File: src/rtl/p20_obstacle_pkg.sv
// Shared constants, types and the LFSR step for the obstacle field.
// Cactus dimensions are indexed by the 2-bit obstacle type.
package p20_obstacle_pkg;

  localparam logic [15:0] LFSR_TAPS         = 16'hB400;
  localparam logic [15:0] LFSR_SEED_DEFAULT = 16'hACE1;

  // Packed so that element 0 is the rightmost entry: {type3, type2, type1, type0}
  localparam logic [3:0][5:0] TYPE_W = {6'd12, 6'd24, 6'd16, 6'd12};
  localparam logic [3:0][5:0] TYPE_H = {6'd40, 6'd24, 6'd32, 6'd24};

  typedef struct packed {
    logic        valid;
    logic [10:0] x;
    logic [1:0]  obs_type;
  } slot_t;

  // Right-shifting Galois form of x^16 + x^14 + x^13 + x^11 + 1
  function automatic logic [15:0] lfsr_step(input logic [15:0] s);
    return {1'b0, s[15:1]} ^ (s[0] ? LFSR_TAPS : 16'h0000);
  endfunction

endpackage

File: src/rtl/p20_obstacle_slot.sv
// One obstacle slot: holds world-x and type, retires itself once it has
// scrolled off the left edge, and tests the query pixel against its box.
module p20_obstacle_slot
  import p20_obstacle_pkg::*;
#(
  parameter int GROUND_Y = 400
) (
  input  logic        clk,
  input  logic        rst,
  input  logic        en,
  input  logic        load,
  input  logic [10:0] load_x,
  input  logic [1:0]  load_type,
  input  logic [10:0] pos,
  input  logic [9:0]  px_x,
  input  logic [9:0]  px_y,
  output logic        valid,
  output logic        hit
);

  localparam logic [9:0] GROUND = 10'(GROUND_Y);

  slot_t       slot;
  logic [10:0] rel;
  logic [11:0] dx;
  logic [5:0]  w;
  logic [5:0]  h;
  logic [9:0]  y_top;
  logic        retire;

  assign rel    = slot.x - pos;
  // Signed rel in [-1024, -33] means the whole box is left of the screen
  assign retire = rel[10] && (rel < 11'd2016);

  assign w     = TYPE_W[slot.obs_type];
  assign h     = TYPE_H[slot.obs_type];
  assign y_top = GROUND - {4'b0000, h};
  assign dx    = {2'b00, px_x} - {rel[10], rel};

  assign valid = slot.valid;
  assign hit   = slot.valid && !dx[11] && (dx < {6'b000000, w}) &&
                 (px_y >= y_top) && (px_y < GROUND);

  // A load only targets a slot that was free, so it never races a retire
  always_ff @(posedge clk) begin
    if (rst) begin
      slot <= '0;
    end else if (en) begin
      if (load) begin
        slot.valid    <= 1'b1;
        slot.x        <= load_x;
        slot.obs_type <= load_type;
      end else if (slot.valid && retire) begin
        slot.valid <= 1'b0;
      end
    end
  end

endmodule

File: src/rtl/p20_obstacle_field.sv
// Obstacle spawner and per-pixel obstacle query driven by the scroll position.
// Owns the gap counter, the LFSR, the slot allocator and NSLOT slot instances.
module p20_obstacle_field
  import p20_obstacle_pkg::*;
#(
  parameter int          NSLOT       = 4,
  parameter int          SCREEN_W    = 640,
  parameter int          GROUND_Y    = 400,
  parameter int          MIN_GAP     = 160,
  parameter int          INITIAL_GAP = 320,
  parameter logic [15:0] LFSR_SEED   = LFSR_SEED_DEFAULT
) (
  input  logic             clk,
  input  logic             sys_rst,
  input  logic             game_rst,
  input  logic             halt,
  input  logic [10:0]      pos,
  input  logic [9:0]       px_x,
  input  logic [9:0]       px_y,
  output logic             hit,
  output logic [NSLOT-1:0] live_mask,
  output logic [7:0]       spawn_cnt
);

  logic             rst_any;
  logic             run;
  logic [15:0]      lfsr;
  logic [10:0]      pos_q;
  logic [10:0]      gap_left;
  logic [10:0]      delta;
  logic [10:0]      spawn_x;
  logic             spawn_req;
  logic             found;
  logic [NSLOT-1:0] load_vec;
  logic [NSLOT-1:0] slot_valid;
  logic [NSLOT-1:0] slot_hit;

  assign rst_any   = sys_rst | game_rst;
  assign run       = ~halt;
  assign delta     = pos - pos_q;
  assign spawn_x   = pos + 11'(SCREEN_W);
  assign spawn_req = run && (delta >= gap_left);
  assign live_mask = slot_valid;

  // Lowest free slot at the start of the cycle wins; retiring slots stay busy
  always_comb begin
    load_vec = '0;
    found    = 1'b0;
    for (int i = 0; i < NSLOT; i++) begin
      if (spawn_req && !found && !slot_valid[i]) begin
        load_vec[i] = 1'b1;
        found       = 1'b1;
      end
    end
  end

  // Only a full system reset reseeds, so successive rounds see new sequences
  always_ff @(posedge clk) begin
    if (sys_rst) begin
      lfsr <= LFSR_SEED;
    end else if (!game_rst && run) begin
      lfsr <= lfsr_step(lfsr);
    end
  end

  always_ff @(posedge clk) begin
    if (rst_any) begin
      pos_q     <= '0;
      gap_left  <= 11'(INITIAL_GAP);
      spawn_cnt <= '0;
      hit       <= 1'b0;
    end else begin
      pos_q <= pos;
      hit   <= |slot_hit;
      if (run) begin
        if (spawn_req) begin
          gap_left <= 11'(MIN_GAP) + {4'b0000, lfsr[6:0]};
          if (found && (spawn_cnt != 8'hFF)) begin
            spawn_cnt <= spawn_cnt + 8'd1;
          end
        end else begin
          gap_left <= gap_left - delta;
        end
      end
    end
  end

  for (genvar g = 0; g < NSLOT; g++) begin : g_slot
    p20_obstacle_slot #(
      .GROUND_Y(GROUND_Y)
    ) u_slot (
      .clk      (clk),
      .rst      (rst_any),
      .en       (run),
      .load     (load_vec[g]),
      .load_x   (spawn_x),
      .load_type(lfsr[9:8]),
      .pos      (pos),
      .px_x     (px_x),
      .px_y     (px_y),
      .valid    (slot_valid[g]),
      .hit      (slot_hit[g])
    );
  end

endmodule

File: config.mk
export PLATFORM = sky130hd
export DESIGN_NAME = p20_obstacle_field
export DESIGN_NICKNAME = d
export VERILOG_FILES = /design/src/rtl/p20_obstacle_pkg.sv /design/src/rtl/p20_obstacle_slot.sv /design/src/rtl/p20_obstacle_field.sv
export SDC_FILE = /design/constraint.sdc
export NUM_CORES = 1
export LEC_CHECK = 0
export ABC_AREA = 1
export CAP_MARGIN = 20
export CORE_MARGIN = 5
export CORE_UTILIZATION = 50
export CTS_CLUSTER_SIZE = 16
export DETAILED_ROUTE_END_ITERATION = 7
export GPL_ROUTABILITY_DRIVEN = 1
export PLACE_DENSITY = 0.68
export SLEW_MARGIN = 20
export SYNTH_ARGS = -nofsm -noshare
export SYNTH_HDL_FRONTEND = slang
export SYNTH_SLANG_ARGS = --single-unit
File: constraint.sdc
create_clock -name clk -period 8.85 [get_ports clk]
set_input_delay 0.885 -clock clk [delete_from_list [all_inputs] [get_ports clk]]
set_output_delay 0.885 -clock clk [all_outputs]
set_load 0.02 [all_outputs]
Word level (Yosys, flattened, before mapping)
Cells that the tools add are included.
- magnitude comparators: 18
- bitwise gates (word level): 3
- reductions and logical operators: 60
- mux-type cells: 33
- equal/unequal tests: 1
- add/sub/neg operators: 17
- operators with widths (kind ; number):
    binary-select mux 6 bit (select 2 bit) ; 8
    subtractor 11 bit ; 6
    less-than comparator 12 x 6 -> 1 bit ; 4
    2-to-1 mux 6 bit ; 8
    subtractor 11 x 11 -> 12 bit ; 4
    less-than comparator 11 bit (second input constant) ; 4
    >= comparator 10 bit ; 4
    subtractor 9 x 6 -> 10 bit (first input constant) ; 4
    logical AND 1 bit ; 34
    2-to-1 mux 16 bit ; 1
    AND reduction 2 bit ; 8
    XOR 15 x 16 -> 16 bit ; 1
    2-to-1 mux 1 bit ; 15
    logical NOT 1 bit ; 12
    less-than comparator 2 x 3 -> 1 bit (second input constant) ; 4
    adder 11 x 10 -> 11 bit (second input constant) ; 1
    >= comparator 11 bit ; 1
    2-to-1 mux 11 bit ; 1
    less-than comparator 10 x 9 -> 1 bit (second input constant) ; 1
    adder 8 x 7 -> 9 bit (first input constant) ; 1
    adder 8 x 1 -> 8 bit (second input constant) ; 1
    != test 8 bit (second input constant) ; 1
    nonzero test 2 bit ; 4
    OR reduction 4 bit ; 1
    other kinds (3) ; 3
- bits of input ports: 35
- output and inout port bits: 13
- word-level logic and storage cells: 149
- register bits after elaboration: 103

Logic depth before layout (Yosys ltp)
Gate-level depths: netlist of run 1.
- depth in word-level cells: 19
- depth in mapped cells: 28
- depth with buffers taken out: 27

Hierarchy
A second synthesis of run 1 with hierarchy kept.
- cells, all modules: 1522
- area, all modules: 10311.1 µm²
- by module, submodules not included (module ; instances ; seq. area each (µm²) ; area an instance (µm²) ; cells an instance):
    p20_obstacle_slot (g_slot[0].u_slot ...) ; 3 ; 280.3 ; 1875.5 ; 289
    p20_obstacle_field ; 1 ; 940.9 ; 2936.6 ; 384
    p20_obstacle_slot (g_slot[1].u_slot) ; 1 ; 280.3 ; 1747.9 ; 271

Least setup slack after synthesis of run 1
No wires, ideal clock.
- path type: in2reg
- start: input pos[1]
- end: register g_slot[3].u_slot.slot[12] (netlist bit)
- library setup time: 0.132 ns
- path slack: 4.475 ns
- arrival time: 4.243 ns
- stages on the path: 27
- path buffers: 1
- cell sequence: inv_1 fa_1 o21ai_0 a21oi_1 o21ai_0 nand2_1 nand2_1 nand2_1 nand2_1 nand2_1 nand2_1 a21oi_1 xor2_1 ha_1 nand2_1 nor2_1 a211oi_1 o21ai_2 nand2_2 inv_2 nor2_8 inv_4 nor2_4 nand2_4 buf_6 nand2_1 a21oi_1
- cells in the longest elaborated chain, start to end: 18
- elaborated cells between the ends (all ways): 19
- RTL lines (what ; line ; RTL):
    start, declared ; p20_obstacle_field.sv:17 ; input logic [10:0] pos,
    subtractor 11 bit ; p20_obstacle_field.sv:40 ; assign delta = pos - pos_q;
    >= comparator 11 bit ; p20_obstacle_field.sv:42 ; assign spawn_req = run && (delta >= gap_left);
    logical AND 1 bit ; p20_obstacle_field.sv:42 ;
    logical AND 1 bit ; p20_obstacle_field.sv:50 ; if (spawn_req && !found && !slot_valid[i]) begin
    2-to-1 mux 1 bit ; p20_obstacle_field.sv:50 ;
    logical NOT 1 bit ; p20_obstacle_field.sv:50 ;
    logical AND 1 bit (2 in a row) ; p20_obstacle_field.sv:50 ;
    2-to-1 mux 1 bit ; p20_obstacle_field.sv:50 ;
    logical NOT 1 bit ; p20_obstacle_field.sv:50 ;
    logical AND 1 bit (2 in a row) ; p20_obstacle_field.sv:50 ;
    2-to-1 mux 1 bit ; p20_obstacle_field.sv:50 ;
    logical NOT 1 bit ; p20_obstacle_field.sv:50 ;
    logical AND 1 bit (2 in a row) ; p20_obstacle_field.sv:50 ;
    2-to-1 mux 1 bit ; p20_obstacle_field.sv:50 ;
    AND reduction 2 bit (no line) ; -- ;
    end, declared ; p20_obstacle_slot.sv:23 ; slot_t slot;
Parallel ways exist; a longest one is shown, timed or not.
A chain may end at the register's enable or synchronous reset.

Worst setup path in the final report of run 1
- start: input pos[0]
- end: register g_slot[1].u_slot.slot[0] (netlist bit)
- cells in the longest elaborated chain, start to end: 10
- RTL lines (what ; line):
    subtractor 11 bit * ; p20_obstacle_field.sv:40
    >= comparator 11 bit * ; p20_obstacle_field.sv:42
    logical AND 1 bit * ; p20_obstacle_field.sv:42
    logical AND 1 bit ; p20_obstacle_field.sv:50
    2-to-1 mux 1 bit ; p20_obstacle_field.sv:50
    logical NOT 1 bit ; p20_obstacle_field.sv:50
    logical AND 1 bit * (2 in a row) ; p20_obstacle_field.sv:50
    2-to-1 mux 1 bit * ; p20_obstacle_field.sv:50
    AND reduction 2 bit (no line) * ; --
    end, declared ; p20_obstacle_slot.sv:23
Mark *: on every way between the ends. The rest lies on a longest branch, timed or not.

==> results of run 1 <==
## metrics by stage
step	utilization, %	hold WS, ns	power, mW	worst slack [ns]
after detailed placement	54.76	0.4528	1.230	2.686
after CTS	56.24	0.4619	1.613	3.034
after global placement	54.76	0.4461	1.222	2.791
after floorplan	-	0.4292	1.059	4.475
final	56.24	0.4570	1.606	3.021
after global routing	56.24	0.4753	1.745	2.548
## how the worst min path moves through the flow
stage | end | start | slack [ns] | depth (start not counted)
6_report | g_slot[2].u_slot.slot[2] | g_slot[2].u_slot.slot[2] | 0.46 | 2
3_5_place_dp | g_slot[2].u_slot.slot[2] | g_slot[2].u_slot.slot[2] | 0.45 | 2
3_3_place_gp | g_slot[3].u_slot.slot[2] | g_slot[3].u_slot.slot[2] | 0.45 | 2
4_1_cts | g_slot[2].u_slot.slot[2] | g_slot[2].u_slot.slot[2] | 0.46 | 2
2_1_floorplan | lfsr[7] | lfsr[7] | 0.43 | 2
5_1_grt | g_slot[2].u_slot.slot[2] | g_slot[2].u_slot.slot[2] | 0.48 | 2
## per-layer routing
metal,share of wire (%),track usage [%],vias to the layer above
li1,-,-,4749
met1,49,32.68,4065
met2,45,38.11,199
met3,4.2,2.674,41
met4,2.3,6.316,0
met5,0,0,-
## cells by family (layout without fill, tap and decap cells)
group | after synthesis | in the layout | share of synthesized area [%]
xor gates and xnor gates | 79 | 79 | 7.148
adders and majority gates | 150 | 150 | 19.86
and+or+nand+nor | 585 | 585 | 25.76
AOI/OAI and AO/OA | 268 | 268 | 15.81
DFF | 103 | 103 | 21.30
buffers and inverters | 246 | 284 | 10.12
## cell usage in the layout, fill, tap and decap left out, types with 4 or more instances in the layout
master / count
ha_1: 144
or2_2: 4
a21oi_2: 10
inv_1: 215
a31oi_1: 16
xor2_1: 48
nor3_1: 12
nor2_1: 126
fa_1: 6
a21oi_1: 112
clkbuf_16: 9
dfxtp_1: 103
o21ai_1: 18
xnor2_1: 31
clkdlybuf4s50_1: 47
o211ai_1: 5
o21ai_0: 66
nand3b_1: 4
a21o_1: 11
nand3_1: 86
o21bai_1: 10
nand2_1: 313
inv_2: 4
nand4_1: 23
## layout make-up
type	count	area (um^2)	area share, %
Multi-Input combinational cell	1082	6645	62.54
Sequential cell	103	2062	19.41
Inverter	220	828.3	7.796
Timing Repair Buffer	49	485.5	4.569
Tap cell	260	325.3	3.062
Clock buffer	9	225.2	2.120
Clock inverter	6	53.80	0.5064
## state kept, by name, summed over array words and instances (netlist names)
signal / count
gap_left: 11
g_slot.u_slot.valid: 4
g_slot.u_slot.slot: 52
spawn_cnt: 8
pos_q: 11
lfsr: 16
hit: 1
## worst max-delay path: cells and delay by family
family / cells / cell delay (ns)
fa+ha+maj: 3 / 1.00
simple gates: 11 / 1.56
buf+inv: 5 / 1.17
compound gates: 8 / 1.28
xor+xnor: 1 / 0.15
## power groups by stage
stage	Clock, mW	Sequential (mW)	Combinational [mW]
2_1_floorplan	0	0.510	0.550
3_3_place_gp	0	0.515	0.707
3_5_place_dp	0	0.516	0.715
4_1_cts	0.389	0.505	0.720
5_1_grt	0.407	0.508	0.830
6_report	0.379	0.505	0.721
==> qor.yml, run 1 <==
outcome: "complete, no violations"
synth_seq_cells: 103
tritoncts: "yes"
cts-htree-levels: 3
seqPwrFrac_pct: 31.5
cp_max_fo: 21
syn_inst: 1431
num_vias: 9054
hold_viol: 0
synth_warnings: 0
endpoint_kind: "flop"
grt_pass1_wl_um: 42080
p_sw_mw: 0.6555
first_global_vias: 8357
wire_per_inst_um: 14.72
io_buffers: 47
reg2reg_from: "pos_q[0]"
drt-total-wl_um: 25460
yosys-top-cells-area: "dfxtp_1, ha_1, nand2_1"
crit_end: "g_slot[1].u_slot.slot[0]"
clockBufferDepth: 2
placed_area_um2: 10350
skew_ns: 0.01206
grt_start_max_net_pins: 52
drtAntennaViolNets: 0
path_clk_slew_ns: 0.08
grt-ovfl-total: 0
internal_power_mw: 0.9504
core_area_um2: 18890
cp-start-kind: "input pin"
stdcell_count: 1729
start_util_pct: 51.23
worst_pin_slew_ns: 1.087
ctsResizeCount: 0
final-setup-viol-count: 0
route.detailed.drc: 0
dp_cells: 1714
syn_nets: 1616
vdd_ir_drop_max_uv: 87.88
slew_headroom_pct: 27.10
critical_path_required_ns: 9.10
yosysTopAreaCellShare_pct: 21.30
r2r_slack_ns: 4.14
max_freq_ghz: 0.1716
final_layout_size_suffix_gt1_share_pct: 3.812
timing.rr.end: "g_slot[1].u_slot.slot[0]"
antenna_found_initial: 0
io_pins: 48
powerDensity_nw_per_um2: 151.1
final_nets: 1650
die_h_um: 149.1
fp.dieW_um: 149.1
die_area_um2: 22240
criticalPathCategory: "in2reg"
synth.most_common_cell: "nand2_1"
synth_ff_type: "dfxtp_1"
drtPass1Iterations: 5
crit_top_cell: "nand2_1"
syn_area_um2: 9679
netlist_top_cells_count: "nand2_1, inv_1, ha_1"
dpl.hpwl_um: 20660
synth_edf_count: 0
postLayoutCellArea_um2: 10630
p_leak_nw: 5.328
antenna_cells: 0
critical-path-slowest-cell: "nor3_4"
synth_top_cell_by_area: "dfxtp_1"
cts_setup_buffers: 0
comb_power_share_pct: 44.9
syn_avg_cell_area_um2: 6.764
yosysUniqueCellTypes: 47
cap_violations: 0
rsz0062_at_grt: "false"
final.period_utilization_pct: 65.86
via_per_inst: 5.237
slew_violations: 0
rr_worst_depth: 26
startpoint: "pos[0]"
p_sw_share_pct: 40.82
cts_sinks: 103
slowest_delay_ns: 0.81
worstSkewPairLatency_ns: 0.35
fin_setup_tns_ns: 0
pwr-share-clk_pct: 23.6
cts-hold-fix-buffers: 0
synthArstFlopShare_pct: 0
period_minus_slack_ns: 5.829
drtIter0Drc: 483
cts_root_buffer: "clkbuf_16"
synth_seq_area_share_pct: 21.30
nFillCells: 1899
area_growth_pct: 9.773
grt_usage_pct: 23.33
cts_made_buffers: 9
gp_congestion: 0.9101
num_rows: 50
crit_arrival_ns: 6.07
hold_path_class: "reg2reg"
Power figures use the tool's default switching activity.
==> run 2, diff against run 1 <==
- PLACE_DENSITY: 0.68 -> 0.71
- clock period: 8.85 -> 4.8 ns (I/O delays scaled with it)
==> run 2 against run 1 <==
Worst setup slack lost 2.6 ns; non-clock buffer count is 22 higher; via count grew 0.24%; clock power is 84% higher; design area rose by 1.7%; clock-buffer cell count is 2 higher; critical endpoint is now g_slot[1].u_slot.slot[8].
==> qor.yml, run 2 (synthesized netlist as in run 1, its figures left out) <==
outcome: "complete, no violations"  # unchanged
layout_common_cells: "nand2_1, inv_1, ha_1, nor2_1, a21oi_1"  # unchanged
stdcell_count: 1753  # was 1,729
crit_family: "compound AO/OA/AOI/OAI gates"  # was simple AND/OR/NAND/NOR gates
core_area_um2: 18890  # unchanged
drtAntennaViolNets: 0  # unchanged
fin_setup_tns_ns: 0  # unchanged
clockBufferDepth: 2  # unchanged
path_clk_slew_ns: 0.07  # was 0.08 ns
io_buffers: 47  # unchanged
num_rows: 50  # unchanged
dp_cells: 1736  # was 1,714
period_minus_slack_ns: 4.368
cts_setup_buffers: 0  # unchanged
die_h_um: 149.1  # unchanged
final_common_cell: "nand2_1"  # unchanged
crit_top_cell: "nand2_1"  # unchanged
r2r_slack_ns: 0.87  # was 4.14 ns
critical_path_required_ns: 5.09  # was 9.10 ns
grt_usage_pct: 23.29  # was 23.33%
final_nets: 1672  # was 1,650
skew_ns: 0.01209  # was 0.01206 ns
min_from: "lfsr[12]"  # was g_slot[2].u_slot.slot[2]
worst_hold_slack_ns: 0.4644  # was 0.4570 ns
antenna_found_initial: 0  # unchanged
route.detailed.drc: 0  # unchanged
post-place-ws_ns: 0.06486  # was 2.686 ns
critPathBufInv: 4  # was 5
rr_worst_depth: 27  # was 26
drtIter0Drc: 556  # was 483
largest_reg_flops: 52  # unchanged
vdd_ir_drop_max_uv: 209.8  # was 87.88 uV
cap_violations: 0  # unchanged
holdPathStages: 2  # unchanged
hold_path_class: "reg2reg"  # unchanged
grt_start_max_net_pins: 51  # was 52
slowest_delay_ns: 0.56  # was 0.81 ns
final-setup-viol-count: 0  # unchanged
dpl.hpwl_um: 20850  # was 20,660 um
die_area_um2: 22240  # unchanged
p_leak_nw: 5.445  # was 5.328 nW
slew_headroom_pct: 49.35  # was 27.10%
worstSkewPairLatency_ns: 0.36  # was 0.35 ns
timing.rr.end: "g_slot[1].u_slot.slot[8]"  # was g_slot[1].u_slot.slot[0]
cp-start-kind: "input pin"  # unchanged
regMostFlops: "g_slot.u_slot.slot"  # unchanged
hold_viol: 0  # unchanged
top_regs: "g_slot.u_slot.slot (52), lfsr (16)"  # unchanged
area_growth_pct: 11.67  # was 9.773%
cts_made_buffers: 9  # unchanged
endpoint_kind: "flop"  # unchanged
final_layout_size_suffix_gt1_share_pct: 5.228  # was 3.812%
cp_max_fo: 20  # was 21
io_pins: 48  # unchanged
worst_pin_slew_ns: 0.7552  # was 1.087 ns
critical-path-slowest-cell: "clkdlybuf4s50_1"  # was nor3_4
powerDensity_nw_per_um2: 275.6  # was 151.1 nW/um^2
hold_end: "lfsr[11]"  # was g_slot[2].u_slot.slot[2]
num_vias: 9076  # was 9,054
max_freq_ghz: 0.2289
start_util_pct: 51.23  # unchanged
criticalPathCategory: "in2reg"  # unchanged
rsz0062_at_grt: "false"  # unchanged
grt-ovfl-total: 0  # unchanged
final.period_utilization_pct: 91.01
reg2reg_from: "pos_q[2]"  # was pos_q[0]
cts-htree-levels: 3  # unchanged
tritoncts: "yes"  # unchanged
grt_pass1_wl_um: 41880  # was 42,080 um
fin_ws_ns: 0.4316  # was 3.021 ns
wire_per_inst_um: 14.58  # was 14.72 um
gp_congestion: 0.9503  # was 0.9101
via_per_inst: 5.177  # was 5.237
slew_violations: 0  # unchanged
drtPass1Iterations: 5  # unchanged
cts_root_buffer: "clkbuf_16"  # unchanged
crit_arrival_ns: 4.66  # was 6.07 ns
cts_sinks: 103  # unchanged
first_global_vias: 8349  # was 8,357
fp.dieW_um: 149.1  # unchanged
drt-total-wl_um: 25560  # was 25,460 um
-- run 2: cell types whose count changed in the layout (fill, tap and decap cells not counted), sizes merged --
cell / delta
diode: +1
clkinv: +1
inv: -1
clkinvlp: -1
buf: +22
clkbuf: +2
-- run 2: worst max path at each step --
stage / endpoint / depth (start not counted) / slack, ns / startpoint
finish: g_slot[1].u_slot.slot[8] / 27 / 0.43 / pos[2]
global route: g_slot[0].u_slot.slot[7] / 28 / 0.06 / pos[0]
CTS: g_slot[2].u_slot.slot[11] / 27 / 0.40 / pos[0]
detailed placement: g_slot[2].u_slot.slot[11] / 27 / 0.06 / pos[0]
global placement: g_slot[2].u_slot.slot[11] / 27 / 0.11 / pos[0]
floorplan: g_slot[3].u_slot.slot[12] / 27 / 0.83 / pos[1]
-- run 2: final cells by class --
class | count | area, um^2
antenna | 1 | 2.502
clock buffer | 11 | 242.7
clock inverter | 5 | 32.53
fill | 1875 | 8084
inverter | 220 | 828.3
multi-input combinational | 1082 | 6653
sequential | 103 | 2062
tap | 260 | 325.3
timing repair buffer | 71 | 663.1
-- run 2: metal layers --
metal	track usage (%)	part of all wire, %	wire length (um)
met3	3.160	4.0	1028
met1	32.11	49	12630
met4	7.140	2.3	580
met2	37.90	44	11320
met5	0	0	0
-- run 2: repair_timing --
action,4_1_cts,5_1_grt
hold buffers,0,0
endpoints found under the setup margin,0,10
resized for setup,0,2
-- run 2: power breakdown --
part | switching [mW] | leakage (nW) | internal [mW]
clock network | 0.333 | 0.140 | 0.367
registers | 0.0318 | 0.839 | 0.898
logic | 0.831 | 4.47 | 0.519
-- run 2: per-stage QoR --
step / utilization, % / total power [mW] / area (um^2)
final: 57.21 / 2.979 / 10810
after global routing: 57.20 / 3.235 / 10810
after CTS: 57.16 / 2.985 / 10800
after detailed placement: 55.70 / 2.285 / 10520
after global placement: 55.70 / 2.264 / 10520
after floorplan: - / 1.953 / 9679
-- run 2: worst min-delay path, stage by stage (launching register included) --
cell and delay, ns:
dfxtp_1 0.32, nand2_1 0.05, nand3_1 0.06
